==> config.mk <==
export PLATFORM = sky130hd
export DESIGN_NAME = note_envelope
export DESIGN_NICKNAME = d
export VERILOG_FILES = /design/src/rtl/note_envelope.sv
export SDC_FILE = /design/constraint.sdc
export NUM_CORES = 1
export LEC_CHECK = 0
export ABC_AREA = 1
export CAP_MARGIN = 30
export CORE_ASPECT_RATIO = 0.5
export CORE_MARGIN = 3
export CORE_UTILIZATION = 55
export CTS_CLUSTER_SIZE = 25
export DETAILED_ROUTE_END_ITERATION = 7
export GPL_ROUTABILITY_DRIVEN = 0
export PLACE_DENSITY_LB_ADDON = 0.12
export SKIP_CTS_REPAIR_TIMING = 1
export SLEW_MARGIN = 20
export SYNTH_ARGS = -nofsm -noshare
export SYNTH_HDL_FRONTEND = slang
export SYNTH_SLANG_ARGS = --single-unit
==> constraint.sdc <==
create_clock -name clk -period 12.8 [get_ports clk]
set_clock_uncertainty 0.15 [all_clocks]
set_input_delay 2.56 -clock clk [delete_from_list [all_inputs] [get_ports clk]]
set_output_delay 2.56 -clock clk [all_outputs]
set_load 0.01 [all_outputs]
==> src/rtl/note_envelope.sv <==
// note_envelope
//   Amplitude envelope stage sitting right after the note generator. The
//   generator's sample and phase index are resynchronised into clk, a per-note
//   attack/decay/sustain/release gain is stepped once per waveform period
//   (phase wrap), and the sample is scaled by that gain for the mixer/DAC.
//
//   state | meaning
//   ------+---------------------------------------------------------------
//   IDLE  | no note sounding, gain 0, am_out forced to 0
//   ATTACK| gain rises by ATTACK_STEP per period until it saturates at 65535
//   DECAY | gain scaled by DECAY_NUM/1024 per period, floored at SUSTAIN_LEVEL
//   RELEASE| gain scaled by RELEASE_NUM/1024 per period until below RELEASE_FLOOR
//
// Ports
//   clk      system clock
//   rst_n    asynchronous reset, active low
//   noteid   active note id (0 = no note), clk domain
//   theta_in phase index from the note generator, slow domain
//   am_in    signed sample from the note generator, slow domain
//   am_out   signed enveloped sample, registered
//   gain     current envelope gain, unsigned, 65535 = unity
//   state    envelope state: 0 IDLE, 1 ATTACK, 2 DECAY, 3 RELEASE
//   busy     high whenever state is not IDLE
module note_envelope #(
    parameter int AM_WIDTH      = 8,
    parameter int THETA_WIDTH   = 8,
    parameter int ATTACK_STEP   = 4096,
    parameter int DECAY_NUM     = 1020,
    parameter int SUSTAIN_LEVEL = 16384,
    parameter int RELEASE_NUM   = 960,
    parameter int RELEASE_FLOOR = 64
) (
    input  logic                       clk,
    input  logic                       rst_n,
    input  logic [7:0]                 noteid,
    input  logic [THETA_WIDTH-1:0]     theta_in,
    input  logic signed [AM_WIDTH-1:0] am_in,
    output logic signed [AM_WIDTH-1:0] am_out,
    output logic [15:0]                gain,
    output logic [1:0]                 state,
    output logic                       busy
);

    typedef enum logic [1:0] {
        ST_IDLE    = 2'd0,
        ST_ATTACK  = 2'd1,
        ST_DECAY   = 2'd2,
        ST_RELEASE = 2'd3
    } env_state_t;

    env_state_t state_q, state_d;
    logic [15:0] gain_q, gain_d;

    logic [THETA_WIDTH-1:0] th_m, th_s, th_prev;
    logic [AM_WIDTH-1:0]    am_m, am_s;
    logic [7:0]             last_id;

    logic        wrap, retrig, note_off;
    logic [16:0] attack_sum;
    logic [25:0] decay_prod, release_prod;
    logic [15:0] decay_g, release_g;
    logic signed [AM_WIDTH+16:0] prod;
    logic        unused_bits;

    // Two-flop synchronisers; th_prev holds the previous synchronised phase
    // so a wrap is seen as exactly one clk pulse per period.
    always_ff @(posedge clk or negedge rst_n) begin
        if (!rst_n) begin
            th_m    <= '0;
            th_s    <= '0;
            th_prev <= '0;
            am_m    <= '0;
            am_s    <= '0;
            last_id <= '0;
        end else begin
            th_m    <= theta_in;
            th_s    <= th_m;
            th_prev <= th_s;
            am_m    <= am_in;
            am_s    <= am_m;
            last_id <= noteid;
        end
    end

    assign wrap     = (th_s == '0) && (th_prev != '0);
    assign retrig   = (noteid != 8'd0) && (noteid != last_id);
    assign note_off = (noteid == 8'd0) && (last_id != 8'd0) && (state_q != ST_IDLE);

    assign attack_sum   = {1'b0, gain_q} + 17'(ATTACK_STEP);
    assign decay_prod   = {10'd0, gain_q} * 26'(DECAY_NUM);
    assign release_prod = {10'd0, gain_q} * 26'(RELEASE_NUM);
    assign decay_g      = decay_prod[25:10];
    assign release_g    = release_prod[25:10];

    always_comb begin
        state_d = state_q;
        gain_d  = gain_q;
        if (retrig) begin
            state_d = ST_ATTACK;
            gain_d  = 16'd0;
        end else if (note_off) begin
            state_d = ST_RELEASE;
        end else if (wrap) begin
            case (state_q)
                ST_ATTACK: begin
                    if (attack_sum >= 17'd65535) begin
                        gain_d  = 16'hFFFF;
                        state_d = ST_DECAY;
                    end else begin
                        gain_d = attack_sum[15:0];
                    end
                end
                ST_DECAY: begin
                    // Sustain is simply DECAY pinned at the floor.
                    gain_d = (decay_g < 16'(SUSTAIN_LEVEL)) ? 16'(SUSTAIN_LEVEL) : decay_g;
                end
                ST_RELEASE: begin
                    if (release_g < 16'(RELEASE_FLOOR)) begin
                        gain_d  = 16'd0;
                        state_d = ST_IDLE;
                    end else begin
                        gain_d = release_g;
                    end
                end
                default: begin
                    state_d = state_q;
                end
            endcase
        end
    end

    always_ff @(posedge clk or negedge rst_n) begin
        if (!rst_n) begin
            state_q <= ST_IDLE;
            gain_q  <= '0;
        end else begin
            state_q <= state_d;
            gain_q  <= gain_d;
        end
    end

    // Gain is at most 65535/65536 of unity, so the floor-shifted product
    // always fits back into AM_WIDTH bits.
    assign prod = $signed({{17{am_s[AM_WIDTH-1]}}, am_s}) *
                  $signed({{(AM_WIDTH+1){1'b0}}, gain_q});

    always_ff @(posedge clk or negedge rst_n) begin
        if (!rst_n) begin
            am_out <= '0;
        end else if (state_q == ST_IDLE) begin
            am_out <= '0;
        end else begin
            am_out <= prod[AM_WIDTH+15:16];
        end
    end

    assign unused_bits = ^{prod[15:0], prod[AM_WIDTH+16], decay_prod[9:0], release_prod[9:0]};

    assign gain  = gain_q;
    assign state = state_q;
    assign busy  = (state_q != ST_IDLE);

endmodule
* Word-level counts from Yosys, hierarchy flattened *
Index checks and enable logic that the tools add are counted.

word-level totals
  flip-flop bits (word level) = 74
  bits in latches = 0
  memory bits (writable) = 0
  memory bits (read-only) = 0
  input port bits = 26
  output and inout bits = 27
  logic and storage cells = 54
  memories = 0

cells by class
  $add $sub $neg = 1
  multiply operators = 3
  divide/modulo/power cells = 0
  $lt $le $gt $ge = 3
  equality and inequality tests = 7
  shift-type cells = 0
  mux-type cells = 14
  bitwise gates (word level) = 0
  reduce and logical (&&, ||, !) cells = 17

operator list
  cell                                                                  number
  2-to-1 mux 16 bit                                                     6
  case mux 16 bit (3 select lines)                                      1
  multiplier 16 x 8 -> 24 bit (second input constant)                   1
  multiplier 8 x 17 -> 24 bit                                           1
  nonzero test 8 bit                                                    3
  multiplier 16 x 4 -> 20 bit (second input constant)                   1
  adder 16 x 13 -> 17 bit (second input constant)                       1
  greater-or-equal comparator 17 x 16 -> 1 bit (second input constant)  1
  zero test 8 bit                                                       2
  less-than comparator 16 x 15 -> 1 bit (second input constant)         1
  less-than comparator 16 x 7 -> 1 bit (second input constant)          1
  2-to-1 mux 2 bit                                                      5
  2-to-1 mux 8 bit                                                      1
  inequality test 4 bit (second input constant)                         2
  inequality test 8 bit                                                 1
  nonzero test 4 bit                                                    2
  equality test 2 bit (second input constant)                           2
  logical AND 1 bit                                                     4
  case mux 2 bit (2 select lines)                                       1
  AND reduction 4 bit                                                   1
  nonzero test 2 bit                                                    2
  AND reduction 3 bit                                                   1
  nonzero test 3 bit                                                    1
  equality test 2 x 1 -> 1 bit (second input constant)                  1
  other kinds (2)                                                       2

* Logic depth before layout (Yosys ltp) *
  depth after elaboration = 7
  mapped depth = 24
  depth with buffers taken out = 23

* Worst setup path before layout *
Ideal clock, no wire load.

  path kind = register to register
  start = register gain_q[7] (netlist: gain[7])
  end = register gain_q[0] (netlist: gain[0])
  library setup time = 0.116 ns
  data arrival time = 4.741 ns
  required time = 12.534 ns
  setup slack = 7.793 ns
  cell stages (with the launch flop) = 23
  path buffers = 2
  clock period less this slack = 5.007 ns
  cells stage by stage = dfrtp_1 > clkbuf_1 > inv_1 > fa_1 > fa_1 > inv_1 > fa_1 > inv_1 > fa_1 > inv_1 > ha_1 > a21oi_1 > o21a_1 > inv_1 > o21bai_1 > nand4_1 > nand2_2 > nand2_4 > buf_6 > a21oi_1 > nand2_1 > nand2_1 > nand2_1

on the way
  cells in the longest elaborated chain, start to end = 7
  elaborated cells between the ends (all ways) = 13
  classes of those cells = 1 x add/sub; 2 x mul; 3 x order compare; 7 x mux

ends and longest elaborated chain
  item                                                                line           text
  start, declared                                                     52             logic [15:0] gain_q, gain_d;
  start signal, assigned                                              138            gain_q <= gain_d;
  multiplier 16 x 4 -> 20 bit, or another cell as far along           91             assign release_prod = {10'd0, gain_q} * 26'(RELEASE_NUM);
  less-than comparator 16 x 7 -> 1 bit, or another cell as far along  118            if (release_g < 16'(RELEASE_FLOOR)) begin
  2-to-1 mux 16 bit, on equally long branches                         118, 106, 115
  case mux 16 bit (3 select lines) *                                  104            case (state_q)
  2-to-1 mux 16 bit *                                                 103            end else if (wrap) begin
  2-to-1 mux 16 bit *                                                 101            end else if (note_off) begin
  2-to-1 mux 16 bit *                                                 98             if (retrig) begin

Every way passes the cells marked *; elsewhere a longest branch is shown, timed or not. The select of a mux whose other input is x is not followed.
A chain may end at the register's enable or synchronous reset.

* Worst setup path in the final report *
  start = register gain_q[6] (netlist: gain[6])
  end = register gain_q[13] (netlist: gain[13])

Same word-level chain as after synthesis.

==> results.txt <==
CTS tree: built
XOR/XNOR Fraction of Synth Area: 0.0188
Core Region: 20100 sq um
Max-cap violations: 0
Least-Margin Pin Slew: 0.894 ns
Die Wd: 212 um
Clk slew on worst S/H paths: 0.08 ns
Post-synthesis mux area share: 0
Remaining Overflow, GRT: 0
Vias: 9529
RSZ-0062 raised after global routing: no
Clock Latency Late Sink: 0.37 ns
Setup TNS Final: 0 ns
Worst setup path end: gain[13]
Worst Path Required: 12.97 ns
Synth Area in Compound Gates: 0.0574
Synth Area in Adders: 0.416
Layout Utilization: 0.630
Syn_nets: 1823
Peak VDD IR: 0.0676 mV
H-tree depth: 3
Hold_sp: th_m[7]
I/O pin total: 53
Main combinational cell family by area after synthesis: adder cells
Final period util: 0.461
Max_slew headroom: 0.404
First drt pass iteration count: 5
Sink Count: 74
Die area: 23100 sq um
Crit path max fanout: 14
Yosys top cell area share: 0.285
Synthesized area: 11600 sq um
Mapped Cells: 1509
Worst r2r src: gain[6]
Die height: 109 um
Fmax: 169 MHz
Detailed Route Iter0 Violations: 774
Layout area overhead: 8.70%
Largest net degree at the start of global routing: 62
Hold crit path type: reg2reg
Clk root buf: clkbuf_16
Run status: complete, no violations
Residual DRC: 0
Routed wire length: 29900 um
Leak: 7.51 nW
FILL cells: 1743
Antenna violations before repair: 0
Pins Over Slew Limit: 0
Diode count: 0
Number of flops mapped to enable cells by yosys: 0
Maximum clock path buffer count: 2
Synth area leaders: fa_1 29%, dfrtp_1 16%, ha_1 13%
Vias in the first global route: 10004
Rows: 36
CTS Buf Count: 9
Hold Fails Final Rpt: 0
Register area share after synthesis: 0.159
Post-synth ARST share: 1.00
CP endpoint kind: flop
Average routed wire per standard cell: 16.5 um
DP Wirelength: 24700 um
Worst reg-to-reg setup slack: 6.90 ns
Synthesis Warnings: 0
Port bufs: 52
Worst setup path start: gain[6]
Largest area contributor in the netlist: fa_1
#FFs+latches synth: 74
CP startpoint kind: flop
Avg Inst Size Synth: 7.72 sq um
Final Critical Period: 5.90 ns
Drt via density: 5.26
Setup CP Type: reg2reg
Initial Util: 0.580
Power per cell area: 45.4 nW/um^2
Antenna Nets Post-Route: 0
Worst Path Arrival: 6.07 ns
Post-synthesis simple-gate area fraction: 0.205
Worst Reg-to-Reg Cells: 22
Final worst slack: 6.90 ns
Reg-to-Reg End: gain[13]
Total GRT Usage: 0.279
Nets@finish: 1856
Share of layout cells above drive strength 1: 0.0271
Global-route wire length before repair: 49900 um
Yosys cell types: 44
Final setup viols: 0
Post-Place Worst Slack: 7.03 ns
Most used DFF post-synth: dfrtp_1
worst max-delay path: stages (launching register included):
cell	delay [ns]
dfrtp_1	0.70
inv_1	0.43
fa_1	0.79
inv_1	0.16
fa_1	0.54
fa_1	0.57
inv_1	0.06
fa_1	0.55
inv_1	0.05
ha_1	0.35
a21oi_1	0.26
o21ai_1	0.15
nand2_1	0.08
nand3_1	0.06
nand2_1	0.09
nand3_1	0.07
nand2_1	0.07
nand2_2	0.07
nand2_4	0.14
nand2_1	0.06
o21ai_0	0.27
nand2_1	0.10
nand2_1	0.07
cell usage after synthesis, drive strengths merged, types with 4 or more instances:
| cell type | n |
|---|---|
| a21o | 6 |
| a21oi | 67 |
| buf | 10 |
| clkbuf | 22 |
| dfrtp | 74 |
| fa | 166 |
| ha | 122 |
| inv | 399 |
| nand2 | 372 |
| nand3 | 76 |
| nand4 | 12 |
| nor2 | 79 |
| nor3 | 11 |
| nor4 | 9 |
| o21a | 5 |
| o21ai | 26 |
| o21bai | 7 |
| or2 | 4 |
| xnor2 | 13 |
| xor2 | 12 |
routing by layer:
metal	GRT usage	wire (um)
met1	0.380	13400
met2	0.455	13600
met3	0.0486	2020
met4	0.0988	925
met5	0	0
through the flow:
stage	power, mW	area, sq um	hold slack [ns]	cells
CTS	0.581	12700	0.191	1813
global placement	0.303	12400	0.182	1797
detailed placement	0.305	12400	0.186	1797
finish	0.575	12700	0.191	1813
global route	0.598	12700	0.206	1813
floorplan	0.279	11600	0.181	1509
worst min-delay path by stage:
stage / endpoint / slack, ns / cells after the start
global placement: th_s[1] / 0.18 / 0
detailed placement: am_s[6] / 0.19 / 0
floorplan: am_s[0] / 0.18 / 0
finish: th_s[7] / 0.19 / 0
CTS: th_s[7] / 0.19 / 0
global route: am_s[6] / 0.21 / 0
state kept, by name, indices dropped and copies added, names as in the netlist:
signal and cells:
th_s 8, last_id 8, th_prev 8, th_m 8
gain 16, am_m 8, am_out 8, state 2
am_s 8
area by class of cell:
type                            count  area, sq um  share of cell area
Inverter                          400         1500               0.119
Tap cell                          266          333              0.0263
Clock buffer                        9          225              0.0178
Timing Repair Buffer               55          541              0.0427
Sequential cell                    74         1850               0.146
Multi-Input combinational cell   1002         8120               0.642
Clock inverter                      7         83.8             0.00662
cells by family (layout without fill, tap and decap cells):
kind of cell | after synthesis | count (layout)
compound gates | 119 | 119
simple gates | 570 | 570
xor+xnor | 25 | 25
flops | 74 | 74
fa+ha+maj | 288 | 288
buf+inv | 433 | 471
placed cells by master (no fill, tap or decap), types with 4 or more instances in the layout:
cell	instances
inv_1	397
nand2_1	364
fa_1	166
ha_1	122
nor2_1	76
nand3_1	75
dfrtp_1	74
a21oi_1	66
clkdlybuf4s50_1	51
o21ai_0	22
xnor2_1	13
nand4_1	12
xor2_1	12
nor3_1	9
clkbuf_16	9
nor4_1	8
nand2_2	7
o21bai_1	7
a21o_1	6
o21a_1	5
buf_4	4
power breakdown:
part	switching, mW	leakage [nW]	internal [mW]	total (mW)
logic	0.0260	6.46	0.0209	0.0469
clock network	0.120	0.149	0.155	0.275
registers	0.0104	0.899	0.243	0.253
No activity file was read; power rests on OpenSTA's default activity.
